--- config.mk ---
export PLATFORM = sky130hd
export DESIGN_NAME = jtopl_mmr
export DESIGN_NICKNAME = d
export VERILOG_FILES = /design/src/rtl/jtopl_pkg.sv /design/src/rtl/jtopl_mmr_dec.sv /design/src/rtl/jtopl_mmr.sv
export SDC_FILE = /design/constraint.sdc
export NUM_CORES = 1
export LEC_CHECK = 0
export ABC_CLOCK_PERIOD_IN_PS = 1900
export BUFFER_PORTS_ARGS = -buffer_cell sky130_fd_sc_hd__buf_4
export CORE_UTILIZATION = 25
export CTS_CLUSTER_DIAMETER = 40
export DETAILED_ROUTE_END_ITERATION = 8
export SETUP_SLACK_MARGIN = 0.2
export SLEW_MARGIN = 20
export SYNTH_ARGS = -nofsm -noshare
export SYNTH_HDL_FRONTEND = slang
export SYNTH_SLANG_ARGS = --single-unit
export TNS_END_PERCENT = 100
--- constraint.sdc ---
create_clock -name clk -period 1.9 [get_ports clk]
set_clock_uncertainty 0.05 [all_clocks]
set_input_delay 0.38 -clock clk [delete_from_list [all_inputs] [get_ports clk]]
set_output_delay 0.38 -clock clk [all_outputs]
set_load 0.1 [all_outputs]
--- src/rtl/jtopl_pkg.sv ---
// Shared definitions for the OPL CPU register front end: register bases,
// update FSM encoding and the index of each one-hot update strobe.
package jtopl_pkg;

  localparam logic [7:0] REG_TEST   = 8'h01;
  localparam logic [7:0] REG_MULT   = 8'h20;
  localparam logic [7:0] REG_KSL_TL = 8'h40;
  localparam logic [7:0] REG_AR_DR  = 8'h60;
  localparam logic [7:0] REG_SL_RR  = 8'h80;
  localparam logic [7:0] REG_FNUMLO = 8'hA0;
  localparam logic [7:0] REG_FNUMHI = 8'hB0;
  localparam logic [7:0] REG_RHY    = 8'hBD;
  localparam logic [7:0] REG_FBCON  = 8'hC0;
  localparam logic [7:0] REG_WAV    = 8'hE0;

  localparam int NUM_UP = 8;

  typedef enum logic [1:0] {
    ST_IDLE  = 2'd0,
    ST_WR    = 2'd1,
    ST_WAIT0 = 2'd2,
    ST_WAIT1 = 2'd3
  } mmr_state_e;

  typedef enum logic [2:0] {
    UP_MULT   = 3'd0,
    UP_KSL_TL = 3'd1,
    UP_AR_DR  = 3'd2,
    UP_SL_RR  = 3'd3,
    UP_WAV    = 3'd4,
    UP_FNUMLO = 3'd5,
    UP_FNUMHI = 3'd6,
    UP_FBCON  = 3'd7
  } up_idx_e;

endpackage

--- src/rtl/jtopl_mmr_dec.sv ---
// Combinational decoder: latched register address to slot/channel update
// target, plus flags for the two global registers.
module jtopl_mmr_dec
  import jtopl_pkg::*;
#(
  parameter int OPL_TYPE = 1
) (
  input  logic [7:0] addr_i,
  output logic       valid_o,
  output up_idx_e    up_o,
  output logic [1:0] group_o,
  output logic [2:0] sub_o,
  output logic [3:0] ch_o,
  output logic       is_rhy_o,
  output logic       is_test_o
);

  logic op_ok;
  logic ch_ok;

  always_comb begin
    op_ok     = (addr_i[4:3] != 2'd3) && (addr_i[2:0] < 3'd6);
    ch_ok     = addr_i[3:0] < 4'd9;
    valid_o   = 1'b0;
    up_o      = UP_MULT;
    group_o   = addr_i[4:3];
    sub_o     = addr_i[2:0];
    ch_o      = addr_i[3:0];
    is_rhy_o  = addr_i == REG_RHY;
    is_test_o = addr_i == REG_TEST;

    // Operator registers occupy 32-byte windows; channel registers 16-byte ones.
    if (addr_i[7:5] == REG_MULT[7:5]) begin
      valid_o = op_ok;
      up_o    = UP_MULT;
    end else if (addr_i[7:5] == REG_KSL_TL[7:5]) begin
      valid_o = op_ok;
      up_o    = UP_KSL_TL;
    end else if (addr_i[7:5] == REG_AR_DR[7:5]) begin
      valid_o = op_ok;
      up_o    = UP_AR_DR;
    end else if (addr_i[7:5] == REG_SL_RR[7:5]) begin
      valid_o = op_ok;
      up_o    = UP_SL_RR;
    end else if (addr_i[7:5] == REG_WAV[7:5]) begin
      valid_o = op_ok && (OPL_TYPE != 1);
      up_o    = UP_WAV;
    end else if (addr_i[7:4] == REG_FNUMLO[7:4]) begin
      valid_o = ch_ok;
      up_o    = UP_FNUMLO;
    end else if (addr_i[7:4] == REG_FNUMHI[7:4]) begin
      valid_o = ch_ok;
      up_o    = UP_FNUMHI;
    end else if (addr_i[7:4] == REG_FBCON[7:4]) begin
      valid_o = ch_ok;
      up_o    = UP_FBCON;
    end
  end

endmodule

--- src/rtl/jtopl_mmr.sv ---
// CPU register front end: edge-detects bus writes, owns the global registers
// and holds each slot/channel update for one full slot round.
module jtopl_mmr
  import jtopl_pkg::*;
#(
  parameter int OPL_TYPE = 1
) (
  input  logic       clk,
  input  logic       rst_n,
  input  logic       cen,
  input  logic       zero,
  input  logic       addr,
  input  logic [7:0] cpu_din,
  input  logic       cs_n,
  input  logic       wr_n,
  output logic       busy,
  output logic       wr_lost,
  output logic       write,
  output logic [7:0] din,
  output logic [3:0] sel_ch,
  output logic [1:0] sel_group,
  output logic [2:0] sel_sub,
  output logic       up_mult,
  output logic       up_ksl_tl,
  output logic       up_ar_dr,
  output logic       up_sl_rr,
  output logic       up_wav,
  output logic       up_fnumlo,
  output logic       up_fnumhi,
  output logic       up_fbcon,
  output logic       rhy_en,
  output logic [4:0] rhy_kon,
  output logic       am_dep,
  output logic       vib_dep,
  output logic       wave_mode,
  output logic [1:0] fsm_st
);

  // Bus handshake: a write is the first clk with cs_n=0 and wr_n=0 after a
  // clk where either was high; a CPU holding both low counts only once.
  mmr_state_e st_q, st_d;
  logic              bus_idle_q;
  logic [7:0]        addr_q, addr_d, din_q, din_d;
  logic [3:0]        ch_q, ch_d;
  logic [1:0]        grp_q, grp_d;
  logic [2:0]        sub_q, sub_d;
  logic [NUM_UP-1:0] up_q, up_d;
  logic              lost_q, lost_d;
  logic [7:0]        glb_q, glb_d;
  logic              wave_q, wave_d;

  logic       wr_ev, addr_wr, data_wr, slot0;
  logic       dec_valid, dec_rhy, dec_test;
  up_idx_e    dec_up;
  logic [1:0] dec_group;
  logic [2:0] dec_sub;
  logic [3:0] dec_ch;

  jtopl_mmr_dec #(.OPL_TYPE(OPL_TYPE)) u_dec (
    .addr_i    (addr_q),
    .valid_o   (dec_valid),
    .up_o      (dec_up),
    .group_o   (dec_group),
    .sub_o     (dec_sub),
    .ch_o      (dec_ch),
    .is_rhy_o  (dec_rhy),
    .is_test_o (dec_test)
  );

  always_comb begin
    wr_ev   = ~cs_n & ~wr_n & bus_idle_q;
    addr_wr = wr_ev & ~addr;
    data_wr = wr_ev & addr;
    slot0   = cen & zero;
    st_d    = st_q;
    addr_d  = addr_wr ? cpu_din : addr_q;
    din_d   = din_q;
    ch_d    = ch_q;
    grp_d   = grp_q;
    sub_d   = sub_q;
    up_d    = up_q;
    glb_d   = glb_q;
    wave_d  = wave_q;
    lost_d  = data_wr && (st_q != ST_IDLE);

    case (st_q)
      ST_IDLE: begin
        if (data_wr) begin
          if (dec_valid) begin
            st_d  = ST_WR;
            din_d = cpu_din;
            up_d  = NUM_UP'(1) << dec_up;
            if (dec_up >= UP_FNUMLO) begin
              ch_d = dec_ch;
            end else begin
              grp_d = dec_group;
              sub_d = dec_sub;
            end
          end else if (dec_rhy) begin
            glb_d = cpu_din;
          end else if (dec_test && (OPL_TYPE != 1)) begin
            wave_d = cpu_din[5];
          end
        end
      end
      ST_WR:    st_d = ST_WAIT0;
      // Two slot-0 marks after WR guarantee a complete round was seen.
      ST_WAIT0: if (slot0) st_d = ST_WAIT1;
      ST_WAIT1: begin
        if (slot0) begin
          st_d = ST_IDLE;
          up_d = '0;
        end
      end
      default:  st_d = ST_IDLE;
    endcase
  end

  always_ff @(posedge clk) begin
    if (!rst_n) begin
      st_q       <= ST_IDLE;
      bus_idle_q <= 1'b0;
      addr_q     <= 8'h00;
      din_q      <= 8'h00;
      ch_q       <= 4'd0;
      grp_q      <= 2'd0;
      sub_q      <= 3'd0;
      up_q       <= '0;
      lost_q     <= 1'b0;
      glb_q      <= 8'h00;
      wave_q     <= 1'b0;
    end else begin
      st_q       <= st_d;
      bus_idle_q <= cs_n | wr_n;
      addr_q     <= addr_d;
      din_q      <= din_d;
      ch_q       <= ch_d;
      grp_q      <= grp_d;
      sub_q      <= sub_d;
      up_q       <= up_d;
      lost_q     <= lost_d;
      glb_q      <= glb_d;
      wave_q     <= wave_d;
    end
  end

  assign busy      = st_q != ST_IDLE;
  assign write     = st_q == ST_WR;
  assign wr_lost   = lost_q;
  assign din       = din_q;
  assign sel_ch    = ch_q;
  assign sel_group = grp_q;
  assign sel_sub   = sub_q;
  assign up_mult   = up_q[UP_MULT];
  assign up_ksl_tl = up_q[UP_KSL_TL];
  assign up_ar_dr  = up_q[UP_AR_DR];
  assign up_sl_rr  = up_q[UP_SL_RR];
  assign up_wav    = up_q[UP_WAV];
  assign up_fnumlo = up_q[UP_FNUMLO];
  assign up_fnumhi = up_q[UP_FNUMHI];
  assign up_fbcon  = up_q[UP_FBCON];
  assign am_dep    = glb_q[7];
  assign vib_dep   = glb_q[6];
  assign rhy_en    = glb_q[5];
  assign rhy_kon   = glb_q[4:0];
  assign wave_mode = wave_q;
  assign fsm_st    = st_q;

endmodule

# Word-level counts from Yosys, hierarchy flattened
# Index checks and enable logic that the tools add are counted.
# W data, S select, Z words.
# totals
ff_bits	45
out_inout_bits	39
elab_cells	78
# classes
magnitude_cmp	3
eq_ne	17
n_shift	1
mux	25
bitwise	11
reduce_logical	11
# ops
cell	n
$mux W3	8
$mux W8	3
$reduce_and A4 Y1	5
$pmux W8 S2	1
$eq A4 B4 Y1 const B	3
$ne A2 B2 Y1 const B	5
$eq A8 B8 Y1 const B	1
$mux W1	8
$mux W2	4
$pmux W2 S4	1
$shl A1 B3 Y8 const A	1
$eq A3 B2 Y1 const B	2
$eq A3 B3 Y1 const B	2
$and A1 B1 Y1	5
$not A1 Y1	5
$eq A2 B2 Y1 const B	2
$lt A4 B4 Y1 const B	1
$reduce_bool A2 Y1	2
$eq A3 B1 Y1 const B	1
$ge A3 B3 Y1 const B	1
$lt A3 B3 Y1 const B	1
$reduce_and A3 Y1	1
$eq A2 B1 Y1 const B	1
$logic_and A1 B1 Y1	2
other kinds (2)	2

# Longest topological paths before layout
# Gate-level depths: netlist of run 1.
# logic_depth
word_depth	13
mapped_depth	7

# Hierarchy
# Synthesis of run 1 repeated with hierarchy kept, for this count alone.
# unflattened
cells_unflattened	230
hier_area_um2	2107.0
# by_module_without_submodules
mod	instances	cells_each	area_each_um2	seq_area_each_um2
jtopl_mmr	1	200	1899.3	900.9
jtopl_mmr_dec	1	30	207.7	0.0

# Worst setup path before layout of run 1
# OpenSTA, ideal clock, no wires.
# synth_path
path_type	reg2out
start	register st_q[0], in the netlist fsm_st[0]
end	output port busy
arrival_time_ns	2.163
slack_ns	-0.693
path_stages_with_launch	5
n_path_buf	1
path_cell_list	dfxtp_1 -> inv_1 -> ha_1 -> buf_4 -> inv_1
# synth_via
elab_chain_cells	1
# synth_lines
item	line	source
start, declared	jtopl_mmr.sv:41	mmr_state_e st_q, st_d;
start signal, assigned	jtopl_mmr.sv:133	st_q <= st_d;
$reduce_bool A2 Y1	jtopl_mmr.sv:147	assign busy = st_q != ST_IDLE;
end, declared	jtopl_mmr.sv:16	output logic busy,
# Every way passes these cells.

# Final worst setup path of run 1
# layout_path
start	register addr_q[6]
end	register ch_q[1], in the netlist sel_ch[1]
# layout_via
elab_chain_cells	11
# layout_lines
item	line	source
start, declared	jtopl_mmr.sv:43	logic [7:0] addr_q, addr_d, din_q, din_d;
start signal, assigned	jtopl_mmr.sv:135	addr_q <= addr_d;
$eq A4 B4 Y1	jtopl_mmr_dec.sv:54	end else if (addr_i[7:4] == REG_FBCON[7:4]) begin
$mux W3	jtopl_mmr_dec.sv:54	
$mux W3	jtopl_mmr_dec.sv:51	end else if (addr_i[7:4] == REG_FNUMHI[7:4]) begin
$mux W3	jtopl_mmr_dec.sv:48	end else if (addr_i[7:4] == REG_FNUMLO[7:4]) begin
$mux W3	jtopl_mmr_dec.sv:45	end else if (addr_i[7:5] == REG_WAV[7:5]) begin
$mux W3	jtopl_mmr_dec.sv:42	end else if (addr_i[7:5] == REG_SL_RR[7:5]) begin
$mux W3	jtopl_mmr_dec.sv:39	end else if (addr_i[7:5] == REG_AR_DR[7:5]) begin
$mux W3	jtopl_mmr_dec.sv:36	end else if (addr_i[7:5] == REG_KSL_TL[7:5]) begin
$mux W3	jtopl_mmr_dec.sv:33	if (addr_i[7:5] == REG_MULT[7:5]) begin
$ge A3 B3 Y1	jtopl_mmr.sv:93	if (dec_up >= UP_FNUMLO) begin
$reduce_and A4 Y1 (no source line) (*)	-	
end signal, assigned	jtopl_mmr.sv:137	ch_q <= ch_d;
end, declared	jtopl_mmr.sv:44	logic [3:0] ch_q, ch_d;
# Every way passes the cells marked *; elsewhere a longest branch is shown, timed or not.
# A chain may end at the register's enable or synchronous reset.

==> results of run 1 <==
-- routing by layer --
layer	up-vias	global-route usage (%)
met5	-	0
met4	0	2.734
met2	40	19.47
met3	6	3.530
li1	852	-
met1	781	14.86
-- registers in the layout, indices dropped and copies added (netlist names) --
register and flops:
addr_q 8, bus_idle_q 1, din 8, fsm_st 2, glb_q 8, sel_ch 4
sel_group 2, sel_sub 3, up_q 8, wr_lost 1
-- worst max-delay path: cells and delay by family, from the launching register on --
kind                   cells  cell delay, ns
AO/OA/AOI/OAI              2            0.50
buffers and inverters      1            0.17
flip-flops                 1            0.38
multiplexers               1            0.22
AND/OR/NAND/NOR            2            0.24
-- repair_timing --
| action | in CTS | in global routing |
|---|---|---|
| hold endpoints to repair | 0 | 0 |
| endpoints found under the setup margin | 25 | 35 |
| pin swaps | 3 | 10 |
| setup buffers | 2 | 1 |
| resized for setup | 6 | 16 |
-- stage by stage --
stage          power (mW)  hold WS [ns]  setup TNS (ns)  utilization (%)
5_1_grt             1.745        0.2699               0            36.09
2_1_floorplan       1.039        0.4237               0                -
3_3_place_gp        1.085        0.3972               0            33.30
3_5_place_dp        1.087        0.4037       -0.004921            33.30
6_report            1.668        0.2625               0            36.09
4_1_cts             1.687        0.2525               0            34.98
-- power breakdown --
part           switching [mW]  internal [mW]
clock network           0.345          0.256
registers             0.00615          0.941
logic                  0.0728         0.0472
total                   0.424           1.24
-- cell usage after synthesis (2+ instances only) --
library cell and count:
sky130_fd_sc_hd__nand2_1 52, sky130_fd_sc_hd__dfxtp_1 45, sky130_fd_sc_hd__mux2i_1 33, sky130_fd_sc_hd__nor2_1 24, sky130_fd_sc_hd__a21oi_1 8, sky130_fd_sc_hd__clkbuf_1 5
sky130_fd_sc_hd__ha_1 4, sky130_fd_sc_hd__inv_1 4, sky130_fd_sc_hd__buf_2 2, sky130_fd_sc_hd__buf_4 2, sky130_fd_sc_hd__buf_6 2, sky130_fd_sc_hd__nand3_1 2
sky130_fd_sc_hd__nand3b_1 2, sky130_fd_sc_hd__o2111ai_4 2, sky130_fd_sc_hd__o21ai_0 2, sky130_fd_sc_hd__o21ai_2 2
-- kinds of logic (layout without fill, tap and decap cells) --
kind of cell,after synthesis,after routing,share of synthesized area [%]
and+or+nand+nor,99,99,24.07
DFF,45,45,44.20
muxes,33,33,16.21
AOI/OAI and AO/OA,19,19,8.717
buffers and inverters,16,80,4.174
adders and majority gates,4,4,2.456
other,1,1,0.1840
-- cell type report --
class                           count  area [um^2]  share of cell area [%]
Clock inverter                      3        16.27                  0.5773
Clock buffer                        5        68.82                   2.442
Sequential cell                    45        922.1                   32.73
Multi-Input combinational cell    156         1121                   39.79
Timing Repair Buffer               68        543.0                   19.27
Tap cell                          102        127.6                   4.529
Inverter                            4        18.77                  0.6661
-- final timing paths --
check	from	end	slack (ns)	cells after the start
worst min register to register	up_q[1]	up_q[1]	0.41	2
worst max-delay path	addr_q[6]	sel_ch[1]	0.23	6
worst min-delay path	cs_n	bus_idle_q	0.26	3
worst max register to register	addr_q[6]	sel_ch[1]	0.23	6
==> results.md, run 1 <==
* Fin area at 0.002818 mm^2
* Clock period minus worst slack at 1.667 ns
* Clock H-tree levels at 2
* Gate Count Post-Synth at 217
* Nets at 299
* Vias at 1679
* Clock tree root buffer cell: sky130_fd_sc_hd__clkbuf_8
* Detail-routed net length per standard cell at 12.63 um
* Insertion delay to the later sink of the worst-skew pair at 0.30 ns
* Critical path data required time at 2.04 ns
* Antenna Violating Nets Remaining at 0
* Total met2 wirelength after detailed routing at 2336 um
* Die W at 92.29 um
* Clock tree sinks at 45
* Worst EP arrival at 1.80 ns
* Area fraction of the dominant cell type after synthesis at 44.20%
* Most used flip-flop cell after synthesis: sky130_fd_sc_hd__dfxtp_1
* Area after detailed placement at 0.002600 mm^2
* Ys Warns at 0
* Clock transition at the register clock pins on the worst setup and hold paths after CTS at 0.09 ns
* Inserted Diodes at 0
* Largest net degree at the start of global routing at 19
* Sequential share of the synthesized area at 44.20%
* Core Footprint at 0.007807 mm^2
* Sequence of cells on the critical path: o21ai_4 -> nand4_4 -> buf_6 -> a211oi_4 -> mux2i_1 -> nor2_1
* Die Footprint at 0.008517 mm^2
* Wire length on met1 at 2226 um
* Number of port buffers at 52
* Net count after synthesis at 236
* Leading cell types in the layout, fill and taps excluded: sky130_fd_sc_hd__buf_4 (64), sky130_fd_sc_hd__nand2_1 (49), sky130_fd_sc_hd__dfxtp_1 (38)
* TritonCTS clock tree: built
* Cell Count Post-Placement at 372
* Share of layout cells above drive strength 1 at 39.15%
* Static leakage power at 1.259 nW
* Ys async rst share at 0%
* Count of pins on the block boundary at 54
* Critical Setup Path Class: reg2reg
* Global-route wire length before repair at 7803 um
* Setup crit start kind: flip-flop
* Top metal layer carrying routed signals: met4
* PD cells at 591.9 mW/mm^2
* Post-synthesis register bit count at 45
* Hold_buf cts at 0
* Avg Inst Size Synth at 9.393 um^2
* Hold WC Path Type: in2reg
* Hold violation count in the final report at 0
* Most common cell after layout, fill and taps aside: sky130_fd_sc_hd__buf_4
* Overall Global Routing Usage at 11.71%
* Antenna violations before repair at 0
* Final worst path period share at 87.74%
* Peak supply drop at 262.8 uV
* Fin worst setup slack at 0.2330 ns
* Initial Util at 26.11%
* Number of clock buffers inserted by TritonCTS at 5
* Met3 wire len at 228 um
* Post-route insts no fill at 383
* Critical path capture point type: flip-flop
* Total wire length at 4837 um
* Cell area after synthesis at 0.002038 mm^2
* Number of enable-type register cells in the synthesized netlist at 0
* Top fanout value on the critical path at 7
* DRC viols at 0
* Die Y-Extent at 92.29 um
* Max-slew violation count at 0
* Worst stage delay on the critical path at 0.38 ns
* Critical path's slowest cell: sky130_fd_sc_hd__dfxtp_4
* Post-synth cell types at 42
* Via count of the first global-routing pass at 1644
* Placer's final routability congestion estimate at 0.7857
* Maximum clock frequency at 599.9 MHz
* Initial drt markers at 49
* Global route overflow at 0
* Final HPWL from detailed placement at 3592 um
* Number of detailed-routing iterations run before antenna repair at 4
* Number of fill cells in the layout at 791
* Worst setup timing slack at the placement stage at -0.004921 ns
* Buffer levels on the longest clock path at 2
* Synth top area cells: sky130_fd_sc_hd__dfxtp_1 (44%), sky130_fd_sc_hd__mux2i_1 (16%), sky130_fd_sc_hd__nand2_1 (9.6%), sky130_fd_sc_hd__nor2_1 (4.4%), sky130_fd_sc_hd__o2111ai_4 (2.6%)
* Post-synth top area cell: sky130_fd_sc_hd__dfxtp_1
* DR vias/cell at 4.384
* Site Rows at 32
* Setup-failing EPs final at 0
* P&R area growth vs syn at 38.24%
* RSZ-0062 raised after global routing: yes
* Number of maximum-capacitance violations at 0
* Status: completed
Power figures use the tool's default switching activity.
==> inputs of run 2 (changes only) <==
- ABC_AREA: default -> 1
- GPL_TIMING_DRIVEN: default -> 0
==> results.md, run 2 <==
* Status: completed
* Final HPWL from detailed placement at 4117 um (+15%)
* Global-route wire length before repair at 8687 um (+11%)
* DRC viols at 0 (unchanged)
* Net count after synthesis at 330 (+40%)
* Setup crit start kind: flip-flop
* P&R area growth vs syn at 35.89%
* Setup-failing EPs final at 0 (unchanged)
* Share of layout cells above drive strength 1 at 29.79% (-9.4 points)
* Site Rows at 33 (+3.1%)
* Insertion delay to the later sink of the worst-skew pair at 0.31 ns (about the same)
* Peak supply drop at 324.3 uV (+23%)
* Post-synth cell types at 26 (-38%)
* Initial drt markers at 98 (+100%)
* Total Neg Setup Slack at 0 ns (unchanged)
* Worst setup timing slack at the placement stage at 0.06910 ns (+0.07402 ns)
* Largest delay contributor family on the critical path: flip-flops
* Post-synth top area cell: sky130_fd_sc_hd__dfxtp_1
* Maximum clock frequency at 602.9 MHz (+0.51%)
* Static leakage power at 1.413 nW (+12%)
* Placer's final routability congestion estimate at 0.8522 (+8.5%)
* Count of pins on the block boundary at 54 (unchanged)
* Antenna Violating Nets Remaining at 0 (unchanged)
* Critical path data required time at 1.47 ns (-0.57 ns)
* Global route overflow at 0 (unchanged)
* Sequence of cells on the critical path: inv_4 -> ha_4 -> clkinvlp_4 -> buf_8
* Clock H-tree levels at 2 (unchanged)
* Synth top area cells: sky130_fd_sc_hd__dfxtp_1 (41%), sky130_fd_sc_hd__nand2_1 (14%), sky130_fd_sc_hd__nor2_1 (11%), sky130_fd_sc_hd__inv_1 (5.8%), sky130_fd_sc_hd__a21oi_1 (4.6%)
* Critical path's slowest cell: sky130_fd_sc_hd__dfxtp_4
* Die Footprint at 0.009136 mm^2 (+7.3%)
* Buffer levels on the longest clock path at 2 (unchanged)
* Clock tree sinks at 45 (unchanged)
* Ys async rst share at 0% (unchanged)
* Hold WC Path Type: in2reg
* Cell internal pwr at 1.293 mW (+3.9%)
* Fin worst setup slack at 0.2414 ns (+0.008449 ns)
* Number of detailed-routing iterations run before antenna repair at 4 (unchanged)
* Sw power at 0.5287 mW (+25%)
* Power share of the clock group at 34.3% (-1.7 points)
* Worst stage delay on the critical path at 0.37 ns (about the same)
* Antenna violations before repair at 0 (unchanged)
* Clock tree root buffer cell: sky130_fd_sc_hd__clkbuf_8
* Area fraction of the dominant cell type after synthesis at 41.14% (-3.1 points)
* Critical path capture point type: primary output
* Number of clock buffers inserted by TritonCTS at 5 (unchanged)
* Combinational group share of total power at 12.8% (+5.6 points)
* Overall Global Routing Usage at 12.39% (+0.68 points)
* Leading cell types by count after synthesis: sky130_fd_sc_hd__nand2_1 (81), sky130_fd_sc_hd__nor2_1 (62), sky130_fd_sc_hd__dfxtp_1 (45)
* Initial Util at 26.25% (+0.15 points)
* Cell area after synthesis at 0.002190 mm^2 (+7.4%)
* Number of port buffers at 51 (-1.9%)
* Critical Setup Path Class: reg2out
* Max-slew violation count at 0 (unchanged)
* Clock transition at the register clock pins on the worst setup and hold paths after CTS at 0.09 ns (about the same)
* Hold_buf cts at 0 (unchanged)
* Number of buffers and inverters on the critical path at 3 (+2)
* Die Y-Extent at 95.59 um (+3.6%)
* Clock period minus worst slack at 1.659 ns (-0.008449 ns)
* Gate Count Post-Synth at 311 (+43%)
* Largest net degree at the start of global routing at 16 (-3)
* TritonCTS clock tree: built
* DR vias/cell at 4.293 (-2.1%)
* Total wire length at 5571 um (+15%)
* Leading cell types in the layout, fill and taps excluded: sky130_fd_sc_hd__nand2_1 (79), sky130_fd_sc_hd__nor2_1 (57), sky130_fd_sc_hd__buf_4 (55)
* Avg Inst Size Synth at 7.041 um^2 (-25%)
* Most common cell after layout, fill and taps aside: sky130_fd_sc_hd__nand2_1
* Core Footprint at 0.008341 mm^2 (+6.8%)
* Post-synthesis register bit count at 45 (unchanged)
* Nets at 394 (+32%)
* Portion of total power attributed to sequential cells at 52.9% (-3.9 points)
* Proportion of total power due to net switching at 29.03% (+3.6 points)
* Hold violation count in the final report at 0 (unchanged)
* Number of enable-type register cells in the synthesized netlist at 0 (unchanged)
* Top fanout value on the critical path at 6 (-1)
* Number of maximum-capacitance violations at 0 (unchanged)
* Vias at 2065 (+23%)
* Ys Warns at 0 (unchanged)
* Inserted Diodes at 0 (unchanged)
* Worst EP arrival at 1.23 ns (-0.57 ns)
* Sequential share of the synthesized area at 41.14% (-3.1 points)
* Most used flip-flop cell after synthesis: sky130_fd_sc_hd__dfxtp_1
* Via count of the first global-routing pass at 1807 (+9.9%)
* Die W at 95.59 um (+3.6%)
* Count leader, synth: sky130_fd_sc_hd__nand2_1
* PD cells at 612.2 mW/mm^2 (+3.4%)
* Final worst path period share at 87.29% (-0.44 points)
* RSZ-0062 raised after global routing: yes
* Detail-routed net length per standard cell at 11.58 um (-8.3%)
[run 2: metal layers]
metal	track usage [%]	wire length [um]	vias to the layer above
met5	0	0	-
met4	3.358	59	0
met3	2.711	242	5
met2	20.00	2555	45
met1	16.59	2712	924
li1	-	-	1091
[run 2: stage by stage]
stage | hold slack [ns] | utilization [%] | power, mW | instance area [um^2] | cells
floorplan | 0.4121 | - | 1.138 | 2233 | 311
global placement | 0.3887 | 32.94 | 1.200 | 2748 | 467
detailed placement | 0.3974 | 32.94 | 1.202 | 2748 | 467
CTS | 0.2504 | 34.26 | 1.824 | 2858 | 476
global route | 0.2806 | 35.67 | 1.883 | 2975 | 481
finish | 0.2534 | 35.67 | 1.822 | 2975 | 481
[run 2: final timing paths]
check | endpoint | slack (ns) | cells after the start | startpoint
setup / recovery | busy | 0.24 | 4 | fsm_st[0]
hold / removal | bus_idle_q | 0.25 | 3 | cs_n
setup reg to reg | sel_sub[1] | 0.29 | 10 | fsm_st[0]
hold reg to reg | up_q[4] | 0.42 | 2 | up_q[4]
[run 2: timing repair]
| item | CTS | global route |
|---|---|---|
| gates cloned | 0 | 2 |
| resized for setup | 5 | 20 |
| buffers inserted | 1 | 3 |
| setup endpoints to repair | 11 | 34 |
| pin swaps | 0 | 6 |
[run 2: layout make-up]
class | count | area (um^2)
buffer | 11 | 116.4
clock buffer | 5 | 68.82
clock inverter | 3 | 22.52
fill | 915 | 5365
inverter | 37 | 147.6
multi-input combinational | 219 | 1129
sequential | 45 | 915.9
tap | 105 | 131.4
timing repair buffer | 56 | 444.2
[run 2: cell families (layout without fill, tap and decap cells)]
group,after synthesis,in the layout,synth area share (%)
DFF,45,45,41.14
adders and majority gates,4,4,2.286
AOI/OAI and AO/OA,31,31,7.257
other,1,1,0.1713
and+or+nand+nor,182,183,37.89
buffers and inverters,48,112,11.26
[run 2: power by group through the flow]
| stage | clock [mW] | combinational (mW) | sequential, mW |
|---|---|---|---|
| floorplan | 0 | 0.120 | 1.02 |
| global placement | 0 | 0.214 | 0.986 |
| detailed placement | 0 | 0.216 | 0.986 |
| CTS | 0.641 | 0.219 | 0.964 |
| global route | 0.664 | 0.254 | 0.966 |
| finish | 0.624 | 0.234 | 0.964 |
[run 2: worst reg2reg max path: stages (launching register included)]
cell and delay, ns:
sky130_fd_sc_hd__dfxtp_4 0.37, sky130_fd_sc_hd__inv_4 0.07, sky130_fd_sc_hd__ha_4 0.18, sky130_fd_sc_hd__clkinvlp_4 0.12, sky130_fd_sc_hd__buf_4 0.16, sky130_fd_sc_hd__nor2_4 0.12
sky130_fd_sc_hd__buf_12 0.16, sky130_fd_sc_hd__nand3_4 0.11, sky130_fd_sc_hd__nand2_1 0.09, sky130_fd_sc_hd__nand2_1 0.05, sky130_fd_sc_hd__nor2_1 0.07
